File: config.mk
export PLATFORM = sky130hd
export DESIGN_NAME = alu_flag_unit
export DESIGN_NICKNAME = d
export VERILOG_FILES = /design/src/rtl/alu_flag_unit_pkg.sv /design/src/rtl/alu_flag_unit_zero_chunk_reduce.sv /design/src/rtl/alu_flag_unit.sv
export SDC_FILE = /design/constraint.sdc
export NUM_CORES = 1
export LEC_CHECK = 0
export ABC_AREA = 1
export ABC_CLOCK_PERIOD_IN_PS = 900
export CAP_MARGIN = 30
export CORE_AREA = 2 2 39 41
export DETAILED_ROUTE_END_ITERATION = 16
export DIE_AREA = 0 0 41 43
export DONT_BUFFER_PORTS = 1
export PLACE_DENSITY = 0.42
export SLEW_MARGIN = 20
export SYNTH_ARGS = -nofsm -noshare
export SYNTH_HDL_FRONTEND = slang
export SYNTH_SLANG_ARGS = --single-unit
File: constraint.sdc
create_clock -name CLK -period 0.9 [get_ports CLK]
set_input_delay 0 -clock CLK [delete_from_list [all_inputs] [get_ports CLK]]
set_output_delay 0 -clock CLK [all_outputs]
set_load 0.01 [all_outputs]
File: src/rtl/alu_flag_unit_pkg.sv
`default_nettype none
// ============================================================================
// Module   : alu_flag_unit_pkg
// Brief    : Branch-condition encodings, flag bit indices and condition decode
// Revision : 1.0 - initial release
// ============================================================================
package alu_flag_unit_pkg;

    localparam logic [2:0] COND_NEVER  = 3'b000;
    localparam logic [2:0] COND_ALWAYS = 3'b001;
    localparam logic [2:0] COND_EQ     = 3'b010;
    localparam logic [2:0] COND_NE     = 3'b011;
    localparam logic [2:0] COND_LT     = 3'b100;
    localparam logic [2:0] COND_GE     = 3'b101;
    localparam logic [2:0] COND_CS     = 3'b110;
    localparam logic [2:0] COND_CC     = 3'b111;

    localparam int FLAG_Z = 0;
    localparam int FLAG_N = 1;
    localparam int FLAG_C = 2;
    localparam int FLAG_V = 3;
    localparam int NFLAGS = 4;

    typedef logic [NFLAGS-1:0] flags_t;

    // Only "always" may fire before any flag update has completed.
    function automatic logic cond_eval(
        input flags_t     f,
        input logic [2:0] sel,
        input logic       valid
    );
        logic taken;
        case (sel)
            COND_NEVER:  taken = 1'b0;
            COND_ALWAYS: taken = 1'b1;
            COND_EQ:     taken = f[FLAG_Z];
            COND_NE:     taken = ~f[FLAG_Z];
            COND_LT:     taken = f[FLAG_N] ^ f[FLAG_V];
            COND_GE:     taken = ~(f[FLAG_N] ^ f[FLAG_V]);
            COND_CS:     taken = f[FLAG_C];
            COND_CC:     taken = ~f[FLAG_C];
            default:     taken = 1'b0;
        endcase
        if (!valid && (sel != COND_ALWAYS)) begin
            taken = 1'b0;
        end
        return taken;
    endfunction

endpackage : alu_flag_unit_pkg
`default_nettype wire

File: src/rtl/alu_flag_unit_zero_chunk_reduce.sv
`default_nettype none
// ============================================================================
// Module   : zero_chunk_reduce
// Brief    : Per-chunk zero detect of a WIDTH-bit word; top chunk may be short
// Revision : 1.0 - initial release
// ============================================================================
module zero_chunk_reduce #(
    parameter int WIDTH  = 8,
    parameter int CHUNK  = 8,
    parameter int NCHUNK = (WIDTH + CHUNK - 1) / CHUNK
) (
    input  logic [WIDTH-1:0]  data_i,
    output logic [NCHUNK-1:0] pz_o
);

    for (genvar i = 0; i < NCHUNK; i++) begin : g_chunk
        // Bits beyond WIDTH do not exist, so the top chunk is simply narrower.
        localparam int LO = i * CHUNK;
        localparam int HI = ((LO + CHUNK) > WIDTH) ? (WIDTH - 1) : (LO + CHUNK - 1);
        assign pz_o[i] = ~|data_i[HI:LO];
    end

endmodule : zero_chunk_reduce
`default_nettype wire

File: src/rtl/alu_flag_unit.sv
`default_nettype none
// ============================================================================
// Module   : alu_flag_unit
// Brief    : Registered Z/N/C/V flag capture with optional zero-reduce stage
// Revision : 1.0 - initial release
// ============================================================================
module alu_flag_unit
    import alu_flag_unit_pkg::*;
#(
    parameter int WIDTH = 8,
    parameter int CHUNK = 8,
    parameter int PIPE  = 1
) (
    input  logic             CLK,
    input  logic             RESET,
    input  logic [WIDTH-1:0] result,
    input  logic             carry_in,
    input  logic             ovf_in,
    input  logic             res_valid,
    input  logic             flag_we,
    input  logic             flag_clr,
    input  logic [2:0]       cond_sel,
    output logic             zero,
    output logic             neg,
    output logic             carry,
    output logic             ovf,
    output logic             flags_valid,
    output logic             branch_taken
);

    localparam int NCHUNK = (WIDTH + CHUNK - 1) / CHUNK;

    logic [NCHUNK-1:0] w_pz;
    logic              w_upd;
    logic              w_ld;
    logic              w_ld_zero;
    logic              w_ld_msb;
    logic              w_ld_carry;
    logic              w_ld_ovf;

    flags_t            flags_q;
    flags_t            flags_d;
    logic              valid_q;
    logic              valid_d;

    assign w_upd = res_valid & flag_we;

    zero_chunk_reduce #(
        .WIDTH  (WIDTH),
        .CHUNK  (CHUNK),
        .NCHUNK (NCHUNK)
    ) u_zero_reduce (
        .data_i (result),
        .pz_o   (w_pz)
    );

    if (PIPE != 0) begin : g_pipe
        logic [NCHUNK-1:0] s1_pz_q;
        logic              s1_msb_q;
        logic              s1_carry_q;
        logic              s1_ovf_q;
        logic              s1_upd_q;

        // S1 captures every cycle; a clear only wins at the flag register,
        // so an update issued with the clear still lands one cycle later.
        always_ff @(posedge CLK) begin
            if (!RESET) begin
                s1_pz_q    <= '0;
                s1_msb_q   <= 1'b0;
                s1_carry_q <= 1'b0;
                s1_ovf_q   <= 1'b0;
                s1_upd_q   <= 1'b0;
            end else begin
                s1_pz_q    <= w_pz;
                s1_msb_q   <= result[WIDTH-1];
                s1_carry_q <= carry_in;
                s1_ovf_q   <= ovf_in;
                s1_upd_q   <= w_upd;
            end
        end

        assign w_ld       = s1_upd_q;
        assign w_ld_zero  = &s1_pz_q;
        assign w_ld_msb   = s1_msb_q;
        assign w_ld_carry = s1_carry_q;
        assign w_ld_ovf   = s1_ovf_q;
    end else begin : g_nopipe
        assign w_ld       = w_upd;
        assign w_ld_zero  = &w_pz;
        assign w_ld_msb   = result[WIDTH-1];
        assign w_ld_carry = carry_in;
        assign w_ld_ovf   = ovf_in;
    end

    always_comb begin
        flags_d = flags_q;
        valid_d = valid_q;
        if (flag_clr) begin
            flags_d = '0;
            valid_d = 1'b0;
        end else if (w_ld) begin
            flags_d[FLAG_Z] = w_ld_zero;
            flags_d[FLAG_N] = w_ld_msb;
            flags_d[FLAG_C] = w_ld_carry;
            flags_d[FLAG_V] = w_ld_ovf;
            valid_d         = 1'b1;
        end
    end

    always_ff @(posedge CLK) begin
        if (!RESET) begin
            flags_q <= '0;
            valid_q <= 1'b0;
        end else begin
            flags_q <= flags_d;
            valid_q <= valid_d;
        end
    end

    assign zero         = flags_q[FLAG_Z];
    assign neg          = flags_q[FLAG_N];
    assign carry        = flags_q[FLAG_C];
    assign ovf          = flags_q[FLAG_V];
    assign flags_valid  = valid_q;
    assign branch_taken = cond_eval(flags_q, cond_sel, valid_q);

endmodule : alu_flag_unit
`default_nettype wire

==> Word level (Yosys, flattened, before mapping) <==
Index checks and enable logic that the tools add are counted.
{ "classes": {"n_eq_ne": 8, "muxes": 2, "n_bitwise": 6, "n_reduce_logical": 6} }
{ "ops": {"columns": ["cell", "n"], "rows": [
  ["== test 3 bit, second input constant", 4],
  ["one-hot mux 1 bit (8 select lines)", 1],
  ["OR reduction 8 bit", 1],
  ["== test 3 x 2 -> 1 bit, second input constant", 2],
  ["inverter 1 bit", 4],
  ["== test 3 x 1 -> 1 bit, second input constant", 1],
  ["logical NOT 3 bit", 1],
  ["!= test 3 x 1 -> 1 bit, second input constant", 1],
  ["logical NOT 1 bit", 2],
  ["OR reduction 2 bit", 1],
  ["bitwise AND 1 bit", 1],
  ["logical AND 1 bit", 1],
  ["two-way mux 1 bit", 1],
  ["XOR 1 bit", 1]
]} }
{ "totals": {"ff_bits": 10, "inputBits": 18, "output_inout_bits": 6, "word_cells": 29} }

==> Depth between registers and ports, before layout <==
{ "depth": {"depth_word": 4, "ltp_mapped": 7, "mapped_depth_nobuf": 7} }

==> Hierarchy <==
From an unflattened synthesis, not the netlist that was laid out.
{ "hier_totals": {"hier_cells": 67, "area_unflattened_um2": 441.7} }
{ "modules_own_cells": {"columns": ["module", "instances", "cells_per_inst", "area_each_um2", "seq_area_each_um2"], "rows": [
  ["alu_flag_unit", 1, 60, 415.4, 200.2],
  ["zero_chunk_reduce", 1, 7, 26.3, 0.0]
]} }

==> Worst setup path after synthesis <==
OpenSTA, ideal clock, no wires.
{ "synth_timing": {"kind": "reg2out", "start": "register flags_q[3]", "end": "output port branch_taken", "t_arrival_ns": 0.778, "required_ns": 0.900, "path_slack_ns": 0.122, "stages_incl_launch_ff": 8, "n_path_buf": 0, "cell_sequence": "dfxtp_1 -> inv_1 -> nand2_1 -> nand3_1 -> nand2_1 -> nand3_1 -> nand2_1 -> inv_1"} }
{ "synth_via": {"elab_chain_cells": 4} }
{ "synth_lines": {"columns": ["element", "line", "rtl"], "rows": [
  ["start, declared", "alu_flag_unit.sv:41", "flags_t flags_q;"],
  ["start signal, assigned", "alu_flag_unit.sv:115", "flags_q <= flags_d;"],
  ["XOR 1 bit (*)", "alu_flag_unit_pkg.sv:38, alu_flag_unit_pkg.sv:39", null],
  ["inverter 1 bit", "alu_flag_unit_pkg.sv:39", "COND_GE: taken = ~(f[FLAG_N] ^ f[FLAG_V]);"],
  ["one-hot mux 1 bit (8 select lines) (*)", "alu_flag_unit_pkg.sv:33", "case (sel)"],
  ["two-way mux 1 bit (*)", "alu_flag_unit_pkg.sv:44", "if (!valid && (sel != COND_ALWAYS)) begin"],
  ["end, declared", "alu_flag_unit.sv:28", "output logic branch_taken"]
]} }
Mark *: on every way between the ends. The rest lies on a longest branch, timed or not.

==> Final worst setup path <==
{ "layout_timing": {"start": "register flags_q[0]", "end": "output port branch_taken"} }
{ "layout_via": {"elab_chain_cells": 3} }
{ "layout_lines": {"columns": ["element", "line", "rtl"], "rows": [
  ["inverter 1 bit", "alu_flag_unit_pkg.sv:37", "COND_NE: taken = ~f[FLAG_Z];"],
  ["one-hot mux 1 bit (8 select lines) (*)", "alu_flag_unit_pkg.sv:33", null],
  ["two-way mux 1 bit (*)", "alu_flag_unit_pkg.sv:44", null]
]} }
Marks and branches as above.

==> summary.txt <==
Floorplanning
  • CORE AREA: around 1400 um^2
  • Die area: around 1800 um^2
  • Horiz. Die Dim: roughly 41 um
  • DIE HEIGHT: approximately 43 um
  • Site Rows: 14
  • IO Count: 24
  • Starting Density: roughly 31%

CTS
  • H-tree Lvls: 1
  • CTS root buf: clkbuf_4
  • CTS tree: yes
  • Clock Tree Buf Depth: 2
  • Clock slew at the register clock pins of the worst setup and hold paths: ~60 ps
  • Worst-skew pair later-pin latency: 260 ps
  • TritonCTS buffer count: 3
  • Clk sinks: 10
  • Post-CTS Setup Bufs: 0

Synth
  • Leading area contributor after synthesis: dfxtp_1
  • Syn Nets: 80
  • Post-synth EDFFs: 0
  • Library cells used by synthesis: 14
  • Synth area leaders: dfxtp_1 (46%), nand2_1 (13%), inv_1 (12%), a211oi_1 (6.9%), nor2_1 (6.1%)
  • Mapped Cells: 62
  • Count leader, synth: nand2_1
  • Register area share after synthesis: 46.2%
  • Cell Area, Synth: around 430 um^2
  • Yosys reg bits: 10
  • Synth top area share: a little under half
  • Ys async rst share: 0%
  • Commonest cells post-synth: nand2_1 (15), inv_1 (14), dfxtp_1 (10), nor2_1 (7), a211oi_1 (4)
  • Syn_area_per_cell: 6.98 um^2
  • Synth warnings: 0
  • Synth Flop Type: dfxtp_1

Global route
  • Initial antenna violation count: 0
  • Gr busiest metal: met2
  • Routing usage on met3: roughly 2.1%
  • Grt met1 use: a little under an eighth
  • First-pass GRT wire length: 1.39 mm
  • Global-route usage over all layers: ~13%
  • Vias in the first global route: slightly below 400
  • GR Overflow Total: 0
  • GRT met2 Usage: 20.3%
  • Largest net degree at the start of global routing: 10

Timing
  • RSZ-0062 raised after global routing: yes
  • Fin worst setup slack: -136 ps
  • Fmax: 966 MHz
  • Worst-Margin Slew: 227 ps
  • Fin Clk Skew: 4.27 ps
  • WHS: 154 ps
  • Fin crit share: 115%
  • Max-slew violations: 0
  • Final setup fails: 1
  • Final min period: 1040 ps
  • Final setup TNS: -136 ps
  • Slew HR: 84.9%
  • Final hold violations: 0

Min path
  • Min-Delay Path Depth: 3
  • Worst Hold Class: in -> reg

Worst setup path
  • Delay-heaviest family, CP: flip-flops
  • Critical Path Sink Type: primary output
  • Worst EP arrival: 1040 ps
  • CP Class: reg -> out
  • CP Cell Sequence: inv_2 -> nand2_1 -> nand3_1 -> nand2_1 -> nor2_1 -> nand2_1 -> inv_2
  • CP max-delay cell: dfxtp_2
  • Max incr delay on CP: 350 ps
  • Crit-path most repeated cell: nand2_1
  • Worst path buffer plus inverter count: 2
  • Worst EP required: roughly 900 ps
  • CP Launch Type: register
  • Path depth of the worst reg2reg path: 3
  • Worst path depth: 7
  • Crit Path Max Fanout: 3

Drt
  • Number of nets with antenna violations after routing: 0
  • Initial drt markers: 4
  • Via count: 437
  • Routed Wire Length: 930 um
  • Drt first pass iters: 4
  • Avg Vias per Cell: ~4.4
  • # DRC: 0
  • DR WL/cell: 9.30 um

Place
  • Hpwl dp: 618 um
  • Post-Place Cells: 82
  • IO Port Bufs: 0
  • DP Area: 483 um^2
  • Gpl congestion: 0.579

Pwr
  • VDD IR max: 0.000746 V
  • Leakage Power: about 0.00033 uW
  • PwrDens: 1440 nW/um^2

Outcome
  • Failing checks: setup timing
  • Status: finished, violations left

Finish
  • Inserted Diodes: 0
  • Share of layout cells above drive strength 1: 25.0%
  • Fin area: 679 um^2
  • Area Overhead vs Synth: 56.9%
  • Filler instances: around 140
  • Final core occ: 49.1%
  • Post-layout net count: 103
  • Non-filler cells, final: 100

Run
  • Max Cap Violations: 0
-- cell usage in the layout (no fill, tap or decap), drive strengths merged --
cell type     Yosys  final
nor2              7      7
nand3             3      3
a211oi            4      4
nor4              1      1
a21oi             2      2
dlymetal6s4s      0      1
nand3b            1      1
dlygate4sd3       0     13
nand4             1      1
dfxtp            10     10
inv              15     15
clkbuf            0      4
o21ai             1      1
nand2            16     16
and3              1      1
buf               0      4
-- state kept, by name, summed over array words and instances (netlist names) --
signal	count
flags_q	4
flags_valid	1
g_pipe.s1_carry_q	1
g_pipe.s1_msb_q	1
g_pipe.s1_ovf_q	1
g_pipe.s1_pz_q	1
g_pipe.s1_upd_q	1
-- per-stage QoR --
step                power [uW]  setup WS (ps)
finish                     979           -136
global route              1030           -226
CTS                        986           -152
floorplan                  522            122
global placement           536            105
detailed placement         536           90.6
-- worst reg2reg max path: stages, from the launching register on --
cell and delay, ps:
dfxtp_1 310, inv_2 120, nor2_1 60, a211oi_1 150
-- what timing repair did --
action	in CTS	in global routing
endpoints found under the hold margin	10	0
pin swaps	0	2
endpoints found under the setup margin	1	4
resized for setup	5	6
hold buffers	14	0
-- power by group --
| part | total [uW] | internal [uW] | switching, uW |
|---|---|---|---|
| combinational | 119 | 68.7 | 50.2 |
| sequential | 464 | 457 | 6.66 |
| clock | 396 | 246 | 151 |
| total | 979 | 771 | 207 |
-- layout make-up --
type | count | area [um^2] | area share, %
Sequential cell | 10 | 204 | 30.0
Multi-Input combinational cell | 37 | 190 | 28.0
Timing Repair Buffer | 18 | 173 | 25.4
Inverter | 15 | 56.3 | 8.29
Clock buffer | 4 | 36.3 | 5.34
Tap cell | 16 | 20.0 | 2.95
-- metal layers --
metal / part of all wire (%) / vias to the layer above / wire (um)
li1: - / 234 / -
met3: 6.9 / 2 / 64
met2: 55 / 22 / 510
met4: 1.8 / 0 / 17
met5: 0 / - / 0
met1: 36 / 179 / 337
-- logic make-up after synthesis --
| kind of cell | share of synthesized area [%] |
|---|---|
| AND/OR/NAND/NOR | 30.4 |
| AO/OA/AOI/OAI | 10.4 |
| flip-flops | 46.2 |
| buffers and inverters | 13.0 |
-- path summary, 6_finish.rpt --
path,end,slack (ps),start
max,branch_taken,-140,flags_q[0]$_SDFFE_PP0P_
min,g_pipe.s1_ovf_q$_SDFF_PN0_,150,RESET
max reg2reg,flags_q[3]$_SDFFE_PP0P_,180,g_pipe.s1_upd_q$_SDFF_PN0_
min reg2reg,flags_valid$_SDFFE_PP0P_,470,flags_valid$_SDFFE_PP0P_
Power figures use the tool's default switching activity.
